==> src/rtl/inst_fetch_if.sv <==
// Fetch-stage bus: control from decode/ALU, instruction-memory handshake, and
// the instruction issued to decode.
interface inst_fetch_if;
   logic        stall_i;
   logic        pc_sel_i;
   logic [31:0] target_i;
   logic        imem_req_o;
   logic [31:0] imem_addr_o;
   logic        imem_ack_i;
   logic [31:0] imem_rdata_i;
   logic [31:0] pc_o;
   logic [31:0] inst_o;
   logic        inst_valid_o;
   logic        misalign_o;

   modport master (
      input  stall_i, pc_sel_i, target_i, imem_ack_i, imem_rdata_i,
      output imem_req_o, imem_addr_o, pc_o, inst_o, inst_valid_o, misalign_o
   );

   modport slave (
      output stall_i, pc_sel_i, target_i, imem_ack_i, imem_rdata_i,
      input  imem_req_o, imem_addr_o, pc_o, inst_o, inst_valid_o, misalign_o
   );
endinterface

==> src/rtl/inst_fetch.sv <==
// Instruction fetch unit: requests one word per PC, issues it to decode, and
// follows sequential or redirected flow; a misaligned redirect halts until reset.
module inst_fetch #(
   parameter logic [31:0] RESET_PC = 32'h0000_0000,
   parameter logic [31:0] NOP_INST = 32'h0000_0013
) (
   input logic        clk,
   input logic        rst,
   inst_fetch_if.master bus
);

   localparam int unsigned XLEN    = 32;
   localparam logic [XLEN-1:0] PC_STEP = XLEN'(4);

   typedef enum logic [2:0] {
      IDLE,
      REQ,
      WAIT,
      ISSUE,
      HALT
   } state_t;

   state_t          state;
   logic [XLEN-1:0] pc;
   logic [XLEN-1:0] inst;
   logic            req;
   logic            valid;
   logic            misalign;

   // All outputs are registered alongside the state so they reflect the state entered.
   always_ff @(posedge clk) begin
      if (rst) begin
         state    <= IDLE;
         pc       <= RESET_PC;
         inst     <= NOP_INST;
         req      <= 1'b0;
         valid    <= 1'b0;
         misalign <= 1'b0;
      end else begin
         case (state)
            IDLE: begin
               state <= REQ;
               req   <= 1'b1;
            end
            REQ, WAIT: begin
               if (bus.imem_ack_i) begin
                  state <= ISSUE;
                  inst  <= bus.imem_rdata_i;
                  req   <= 1'b0;
                  valid <= 1'b1;
               end else begin
                  state <= WAIT;
               end
            end
            ISSUE: begin
               if (!bus.stall_i) begin
                  valid <= 1'b0;
                  inst  <= NOP_INST;
                  if (!bus.pc_sel_i) begin
                     state <= REQ;
                     req   <= 1'b1;
                     pc    <= pc + PC_STEP;
                  end else if (bus.target_i[1:0] == 2'b00) begin
                     state <= REQ;
                     req   <= 1'b1;
                     pc    <= bus.target_i;
                  end else begin
                     state    <= HALT;
                     misalign <= 1'b1;
                  end
               end
            end
            HALT: begin
               state <= HALT;
            end
            default: begin
               state <= IDLE;
               req   <= 1'b0;
               valid <= 1'b0;
               inst  <= NOP_INST;
            end
         endcase
      end
   end

   assign bus.imem_req_o   = req;
   assign bus.imem_addr_o  = pc;
   assign bus.pc_o         = pc;
   assign bus.inst_o       = inst;
   assign bus.inst_valid_o = valid;
   assign bus.misalign_o   = misalign;

endmodule

==> src/flat_wrapper.sv <==
// flat-port wrapper written by rule: the top's interface ports become plain ports
module inst_fetch_flat 
#(
   parameter logic [31:0] RESET_PC = 32'h0000_0000,
   parameter logic [31:0] NOP_INST = 32'h0000_0013
)
  (clk, rst, bus_stall_i, bus_pc_sel_i, bus_target_i, bus_imem_ack_i, bus_imem_rdata_i, bus_imem_req_o, bus_imem_addr_o, bus_pc_o, bus_inst_o, bus_inst_valid_o, bus_misalign_o);
  inst_fetch_if bus_i ();
  input logic clk;
  input logic rst;
  input wire logic [$bits(bus_i.stall_i)-1:0] bus_stall_i;
  input wire logic [$bits(bus_i.pc_sel_i)-1:0] bus_pc_sel_i;
  input wire logic [$bits(bus_i.target_i)-1:0] bus_target_i;
  input wire logic [$bits(bus_i.imem_ack_i)-1:0] bus_imem_ack_i;
  input wire logic [$bits(bus_i.imem_rdata_i)-1:0] bus_imem_rdata_i;
  output wire logic [$bits(bus_i.imem_req_o)-1:0] bus_imem_req_o;
  output wire logic [$bits(bus_i.imem_addr_o)-1:0] bus_imem_addr_o;
  output wire logic [$bits(bus_i.pc_o)-1:0] bus_pc_o;
  output wire logic [$bits(bus_i.inst_o)-1:0] bus_inst_o;
  output wire logic [$bits(bus_i.inst_valid_o)-1:0] bus_inst_valid_o;
  output wire logic [$bits(bus_i.misalign_o)-1:0] bus_misalign_o;
  assign bus_i.stall_i = bus_stall_i;
  assign bus_i.pc_sel_i = bus_pc_sel_i;
  assign bus_i.target_i = bus_target_i;
  assign bus_i.imem_ack_i = bus_imem_ack_i;
  assign bus_i.imem_rdata_i = bus_imem_rdata_i;
  assign bus_imem_req_o = bus_i.imem_req_o;
  assign bus_imem_addr_o = bus_i.imem_addr_o;
  assign bus_pc_o = bus_i.pc_o;
  assign bus_inst_o = bus_i.inst_o;
  assign bus_inst_valid_o = bus_i.inst_valid_o;
  assign bus_misalign_o = bus_i.misalign_o;
  inst_fetch #(.RESET_PC(RESET_PC), .NOP_INST(NOP_INST)) u_core (.clk(clk), .rst(rst), .bus(bus_i));
endmodule
==> config.mk <==
export PLATFORM = sky130hd
export DESIGN_NAME = inst_fetch_flat
export DESIGN_NICKNAME = d
export VERILOG_FILES = /design/src/rtl/inst_fetch_if.sv /design/src/rtl/inst_fetch.sv /design/src/flat_wrapper.sv
export SDC_FILE = /design/constraint.sdc
export NUM_CORES = 1
export LEC_CHECK = 0
export CAP_MARGIN = 0
export CORE_AREA = 2 2 116 118
export DETAILED_ROUTE_END_ITERATION = 8
export DIE_AREA = 0 0 118 120
export GPL_TIMING_DRIVEN = 0
export PLACE_DENSITY = 0.55
export RECOVER_POWER = 25
export SLEW_MARGIN = 15
export SYNTH_ARGS = -nofsm -noshare
export SYNTH_HDL_FRONTEND = slang
export SYNTH_SLANG_ARGS = --single-unit
==> constraint.sdc <==
create_clock -name clk -period 2.83 [get_ports clk]
set_input_delay 0.4245 -clock clk [delete_from_list [all_inputs] [get_ports clk]]
set_output_delay 0.4245 -clock clk [all_outputs]
set_load 0.05 [all_outputs]
==> flow_metrics.py, run 1 <==
metrics = {
    "run_status": {
        "status": "complete, no violations",
    },
    "cells_and_area": {
        "multi_input_area_mm2": 0.00186,
        "register_area_mm2": 0.00140,
        "syn2layout_area_growth_pct": 60.6,
        "finalNetCount": 706,
        "n_antenna_cell": 0,
        "final_cells": 817,
        "layout-drive-gt1-share_pct": 9.36,
        "fillers": 1276,
    },
    "drt": {
        "vias": 4176,
        "ant_nets": 0,
        "dr.pass1.iters": 5,
        "top_layer": "met4",
        "via_per_inst": 5.11,
        "drc": 0,
        "drt_iter0_drc": 240,
        "wl_per_cell_um": 16.7,
        "wl_met3_mm": 1.36,
        "drt-met1-wl_mm": 5.73,
        "wl_met2_mm": 6.30,
        "routed_wl_mm": 13.6,
    },
    "pwr": {
        "p_leak_nw": 2.13,
        "finalPower_w": 0.00292,
        "p_per_area_mw_per_mm2": 497,
        "ir_worst_vdd_mv": 0.282,
    },
    "critical_path": {
        "worstSetupEndpointType": "register",
        "worst_path_max_delay_cell": "clkdlybuf4s50_1",
        "worst_setup_path_start_kind": "input pin",
        "required_ns": 3.09,
        "cp_cell_sequence": "clkdlybuf4s50_1, clkbuf_1, buf_1, buf_1, nand2_1, o31ai_1, nand2_1, a21oi_1",
        "cp_max_fo": 10,
        "rr_worst_depth": 7,
        "cpPeakStageDelay_ns": 0.52,
        "crit_arrival_ns": 2.75,
        "crit_type": "in -> reg",
    },
    "synth": {
        "synth_edf_count": 0,
        "netlist_area_mm2": 0.00366,
        "yosysWarnings": 0,
        "syn_inst": 458,
        "synth.area.top_cells": "dfxtp_1 38%, a22oi_1 7.4%, buf_4 6.6%",
        "yosysTopAreaCell": "dfxtp_1",
        "synthArstFlopShare_pct": 0,
        "synth_cell_types": 55,
        "ys.flop_type": "dfxtp_1",
        "ys_ff_latch": 70,
        "syn_nets": 528,
        "ys_seq_area_share_pct": 38.3,
        "synth.top_cell.area_share_pct": 38.3,
        "syn_avg_cell_area_um2": 7.99,
    },
    "sta": {
        "drv_slew": 0,
        "rsz0062_at_grt": "false",
        "fin_crit_ns": 2.49,
        "finalHoldViolCount": 0,
        "finalSetupViolCount": 0,
        "whs_ns": 0.499,
        "slew_headroom_pct": 35.7,
        "fin_crit_sh_pct": 87.9,
        "worst_pin_slew_ns": 0.956,
        "skew_ns": 0.00717,
        "max_freq_ghz": 0.402,
    },
    "cts": {
        "post_cts_resized": 0,
        "numCtsBuffers": 9,
        "ctsHtreeMaxLevel": 3,
        "clockBufferDepth": 2,
        "cts_tree": "yes",
        "insertion_delay_ns": 0.33,
        "cts-root-buf": "clkbuf_16",
        "postCtsHoldBufs": 0,
        "post_cts_buffers": 0,
        "cts.sinks": 70,
        "path_clk_slew_ns": 0.06,
    },
    "placement": {
        "place_congestion": 0.895,
        "portBuffers": 167,
        "place_inst": 801,
        "dp_hpwl_mm": 10.1,
    },
    "floorplanning": {
        "initial_core_util_pct": 28.2,
        "rows": 42,
        "core-area_mm2": 0.0130,
        "ios": 168,
        "die_x_um": 118,
        "die_y_um": 120,
        "fp.dieArea_mm2": 0.0142,
    },
    "grt": {
        "grt_overflow": 0,
        "grt_pass1_wl_mm": 21.3,
        "grt_pass1_vias": 4065,
        "track_usage_pct": 18.9,
        "grt_antenna_before_repair": 0,
        "grt_max_degree": 14,
    },
    "min_path": {
        "hp-class": "reg -> reg",
        "holdPathStages": 2,
    },
    "run": {
        "cap_violations": 0,
    },
}
[power by group]
part / total [W] / internal [W] / switching, W
registers: 0.00107 / 0.00103 / 0.0000357
clock network: 0.00124 / 0.000775 / 0.000463
logic: 0.000611 / 0.000238 / 0.000373
total: 0.00292 / 0.00205 / 0.000872
[flip-flops by register name (all words and copies together), names as in the netlist]
signal and flops:
u_core.bus.imem_addr_o 32, u_core.bus.imem_req_o 1, u_core.bus.inst_o 32, u_core.bus.inst_valid_o 1, u_core.bus.misalign_o 1, u_core.state 3
[synth_stat cells (2+ instances only)]
cell type and instances:
mux2i_1 8, or3_1 4, nand3_1 14, and3_1 7, buf_2 5, o21a_1 4
inv_1 6, clkbuf_1 26, nor2_1 60, o2111ai_1 2, and4_1 4, o211ai_1 2
o21ai_0 14, dfxtp_1 70, nor4_1 9, a21o_1 2, a22oi_1 36, buf_4 32
a32o_1 2, o311ai_0 2, nand4_1 11, a22o_1 3, or4_1 2, buf_1 3
nor3_1 9, nor2b_1 8, nand2_1 44, a31oi_1 11, o41ai_1 2, o22ai_1 5
a2111oi_0 2, o31ai_1 5, a211oi_1 3, a21oi_1 18, nor3b_1 3
[cell usage in the layout (no fill, tap or decap), types with 3 or more instances in the layout]
| master | synthesis | layout |
|---|---|---|
| clkdlybuf4s50_1 | 0 | 128 |
| dfxtp_1 | 70 | 70 |
| nor2_1 | 60 | 60 |
| nand2_1 | 44 | 44 |
| dlygate4sd3_1 | 0 | 39 |
| a22oi_1 | 36 | 36 |
| buf_4 | 32 | 32 |
| clkbuf_1 | 26 | 26 |
| a21oi_1 | 18 | 18 |
| o21ai_0 | 14 | 14 |
| nand3_1 | 14 | 14 |
| a31oi_1 | 11 | 11 |
| nand4_1 | 11 | 11 |
| nor4_1 | 9 | 9 |
| nor3_1 | 9 | 9 |
| clkbuf_16 | 0 | 9 |
| mux2i_1 | 8 | 8 |
| nor2b_1 | 8 | 8 |
| and3_1 | 7 | 7 |
| inv_1 | 6 | 6 |
| o22ai_1 | 5 | 5 |
| buf_2 | 5 | 5 |
| o31ai_1 | 5 | 5 |
| o21a_1 | 4 | 4 |
| or3_1 | 4 | 4 |
| and4_1 | 4 | 4 |
| nor3b_1 | 3 | 3 |
| buf_1 | 3 | 3 |
| a211oi_1 | 3 | 3 |
| a22o_1 | 3 | 3 |
[kinds of logic after synthesis]
kind of cell             after synthesis  synth area share [%]
multiplexers                           9                  2.50
AND/OR/NAND/NOR                      185                  25.1
XOR/XNOR                               1                 0.240
buffers and inverters                 72                  10.8
AO/OA/AOI/OAI                        120                  22.6
flip-flops                            70                  38.3
adder cells (fa/ha/maj)                1                 0.342
[metal layers]
metal	GRT usage (%)	up-vias
li1	-	2000
met3	7.41	19
met1	22.3	1961
met5	0	-
met4	7.61	0
met2	30.8	196
[path summary, 6_finish.rpt]
| kind | start | slack, ns | end |
|---|---|---|---|
| min reg2reg | u_core.bus.inst_o[13]$_SDFFE_PP0P_ | 0.50 | u_core.bus.inst_o[13]$_SDFFE_PP0P_ |
| min | u_core.bus.inst_o[13]$_SDFFE_PP0P_ | 0.50 | u_core.bus.inst_o[13]$_SDFFE_PP0P_ |
| max | bus_pc_sel_i | 0.34 | u_core.bus.imem_addr_o[6]$_SDFFE_PP0P_ |
| max reg2reg | u_core.bus.imem_addr_o[2]$_SDFFE_PP0P_ | 0.41 | u_core.bus.imem_addr_o[26]$_SDFFE_PP0P_ |
[worst max-delay path: cells and delay by family]
family,cells,cell delay (ns)
buf+inv,4,1.87
compound gates,2,0.23
simple gates,2,0.20
[area by class of cell]
class / count / share of cell area [%]
Inverter: 6 / 0.384
Sequential cell: 70 / 23.9
Buffer: 66 / 6.37
Multi-Input combinational cell: 316 / 31.7
Clock buffer: 9 / 3.84
Clock inverter: 7 / 1.66
Tap cell: 176 / 3.75
Timing Repair Buffer: 167 / 28.5
[metrics by stage]
stage	setup WS, ns	TNS [ns]	cell area, µm²	utilization, %
floorplan	0.363	0	3660	-
global placement	-0.0209	-0.0318	5550	42.8
detailed placement	0.0326	0	5550	42.8
CTS	0.339	0	5870	45.2
global route	0.243	0	5870	45.2
finish	0.342	0	5870	45.2
No activity file was read; power rests on OpenSTA's default activity.
==> inputs of run 2 (changes only) <==
--- a/config.mk
+++ b/config.mk
@@ -6,11 +6,12 @@
 export NUM_CORES = 1
 export LEC_CHECK = 0
 export CAP_MARGIN = 0
-export CORE_AREA = 2 2 116 118
+export CORE_AREA = 2 2 106 108
 export DETAILED_ROUTE_END_ITERATION = 8
-export DIE_AREA = 0 0 118 120
+export DIE_AREA = 0 0 108 110
 export GPL_TIMING_DRIVEN = 0
-export PLACE_DENSITY = 0.55
+export MAX_ROUTING_LAYER = met4
+export PLACE_DENSITY = 0.64
 export RECOVER_POWER = 25
 export SLEW_MARGIN = 15
 export SYNTH_ARGS = -nofsm -noshare
==> run 2 against run 1 <==
  * Cell count shrank 4.4%
  * Flip-flop and latch count is the same
  * Clock power shrank 38%
  * Register-to-register slack is essentially flat
  * Largest power group is now registers
  * Highest routed layer unchanged
==> flow_metrics.py, run 2 (synthesis results as in run 1) <==
metrics = {
    "pwr": {
        "ir_worst_vdd_mv": 0.223,
        "clkPwrFrac_pct": 31.3,
        "p_sw_w": 0.000810,
        "comb_power_share_pct": 24.9,
        "share_seq_of_total_power_pct": 43.8,
        "p_sw_share_pct": 33.1,
        "cell_internal_pwr_w": 0.00163,
        "p_per_area_mw_per_mm2": 430,
        "p_leak_nw": 2.07,
    },
    "cts": {
        "cts.sinks": 70,
        "numCtsBuffers": 9,
        "post_cts_buffers": 0,
        "cts_tree": "yes",
        "cts-root-buf": "clkbuf_8",
        "postCtsHoldBufs": 0,
        "ctsHtreeMaxLevel": 3,
        "clockBufferDepth": 2,
        "path_clk_slew_ns": 0.08,
        "post_cts_resized": 0,
        "insertion_delay_ns": 0.35,
    },
    "sta": {
        "skew_ns": 0.00816,
        "rsz0062_at_grt": "false",
        "setup-tns-final_ns": 0,
        "max_freq_ghz": 0.413,
        "worst_pin_slew_ns": 1.01,
        "fin_crit_ns": 2.42,
        "drv_slew": 0,
        "fin_crit_sh_pct": 85.6,
        "finalHoldViolCount": 0,
        "slew_headroom_pct": 32.3,
        "finalSetupViolCount": 0,
        "fin_ws_ns": 0.408,
    },
    "drt": {
        "routed_wl_mm": 13.1,
        "wl_per_cell_um": 16.8,
        "drt_iter0_drc": 326,
        "via_per_inst": 5.36,
        "drc": 0,
        "dr.pass1.iters": 5,
        "vias": 4188,
        "ant_nets": 0,
    },
    "grt": {
        "grt_max_degree": 13,
        "grt_antenna_before_repair": 0,
        "gr-usage-met3_pct": 5.76,
        "grt_pass1_wl_mm": 20.6,
        "grt_pass1_vias": 4056,
        "grt_use_met1_pct": 28.4,
        "grt.busiest_layer": "met2",
        "met2_usage_pct": 35.4,
        "track_usage_pct": 23.0,
        "grt_overflow": 0,
    },
    "run": {
        "cap_violations": 0,
    },
    "floorplanning": {
        "rows": 38,
        "initial_core_util_pct": 34.2,
        "core-area_mm2": 0.0107,
        "die_x_um": 108,
        "die_y_um": 110,
        "fp.dieArea_mm2": 0.0119,
        "ios": 168,
    },
    "cells_and_area": {
        "finalNetCount": 706,
        "n_antenna_cell": 0,
        "fillers": 1021,
        "final_core_util_pct": 53.2,
        "fin_area_mm2": 0.00569,
        "final_common_cell": "clkdlybuf4s50_1",
        "layout-drive-gt1-share_pct": 9.36,
        "most-common-layout-cells": "128 x clkdlybuf4s50_1, 70 x dfxtp_1, 60 x nor2_1",
        "syn2layout_area_growth_pct": 55.6,
    },
    "critical_path": {
        "worstSetupEndpointType": "register",
        "r2r_end": "u_core.bus.imem_addr_o[24]$_SDFFE_PP0P_",
        "crit_arrival_ns": 2.63,
        "startpoint": "u_core.bus.imem_addr_o[2]$_SDFFE_PP0P_",
        "crit_path_end": "u_core.bus.imem_addr_o[24]$_SDFFE_PP0P_",
        "required_ns": 3.04,
        "crit_type": "reg -> reg",
        "reg2reg_slack_ns": 0.41,
        "worst_setup_path_start_kind": "register",
        "rr_worst_depth": 7,
        "cp_max_fo": 9,
        "rr_startpoint": "u_core.bus.imem_addr_o[2]$_SDFFE_PP0P_",
    },
    "placement": {
        "dp_hpwl_mm": 9.87,
        "place_ws_ns": 0.0661,
        "dpl_cell_area_mm2": 0.00550,
        "place_congestion": 0.916,
        "portBuffers": 167,
    },
    "run_status": {
        "status": "complete, no violations",
    },
    "min_path": {
        "hp-class": "reg -> reg",
        "holdPathStages": 2,
    },
}
run 2: changes by cell type in the layout (fill, tap and decap cells not counted), sizes merged:
cell,change
bufinv,-2
clkbuf,+2
clkinv,+1
inv,-1
run 2: critical path, cell delays in order (launching register included):
cell     delay, ns
dfxtp_1       0.52
ha_1          0.27
nand3_2       0.16
or3_1         0.39
buf_2         0.17
nor4_1        0.36
mux2i_1       0.28
o22ai_1       0.12
run 2: power by group through the flow:
stage	sequential [W]	combinational [W]	clock [W]
after floorplan	0.00124	0.000208	0
after global placement	0.00109	0.000618	0
after detailed placement	0.00109	0.000624	0
after CTS	0.00107	0.000626	0.000783
after global routing	0.00108	0.000647	0.000834
final	0.00107	0.000610	0.000765
run 2: worst min-delay path by stage:
stage | from | end | slack, ns
2_1_floorplan | u_core.state[2]$_SDFFE_PP0P_ | u_core.state[1]$_SDFFE_PP0P_ | 0.51
3_3_place_gp | u_core.bus.misalign_o$_SDFFE_PP0P_ | u_core.bus.misalign_o$_SDFFE_PP0P_ | 0.46
3_5_place_dp | u_core.bus.misalign_o$_SDFFE_PP0P_ | u_core.bus.misalign_o$_SDFFE_PP0P_ | 0.47
4_1_cts | u_core.bus.misalign_o$_SDFFE_PP0P_ | u_core.bus.misalign_o$_SDFFE_PP0P_ | 0.49
5_1_grt | u_core.bus.imem_addr_o[0]$_SDFFE_PP0P_ | u_core.bus.imem_addr_o[0]$_SDFFE_PP0P_ | 0.51
6_report | u_core.bus.misalign_o$_SDFFE_PP0P_ | u_core.bus.misalign_o$_SDFFE_PP0P_ | 0.48
run 2: per-stage QoR:
stage	power, W	hold slack, ns	instances
after global routing	0.00256	0.512	781
final	0.00244	0.476	781
after detailed placement	0.00172	0.466	765
after global placement	0.00171	0.461	765
after CTS	0.00248	0.489	781
after floorplan	0.00145	0.510	458
run 2: per-layer routing:
metal | up-vias | wire length, µm
li1 | 2001 | -
met1 | 1926 | 5670
met2 | 235 | 5970
met3 | 26 | 1210
met4 | 0 | 275
met5 | - | 0
run 2: final cells by class:
cell class	count	area, µm²	share of cell area [%]
inverters	6	22.5	0.396
multi-input cells	316	1860	32.7
well taps	140	175	3.08
repair buffers	167	1670	29.4
plain buffers	66	374	6.58
clock buffers	11	151	2.66
flip-flops and latches	70	1400	24.6
clock inverters	5	33.8	0.594
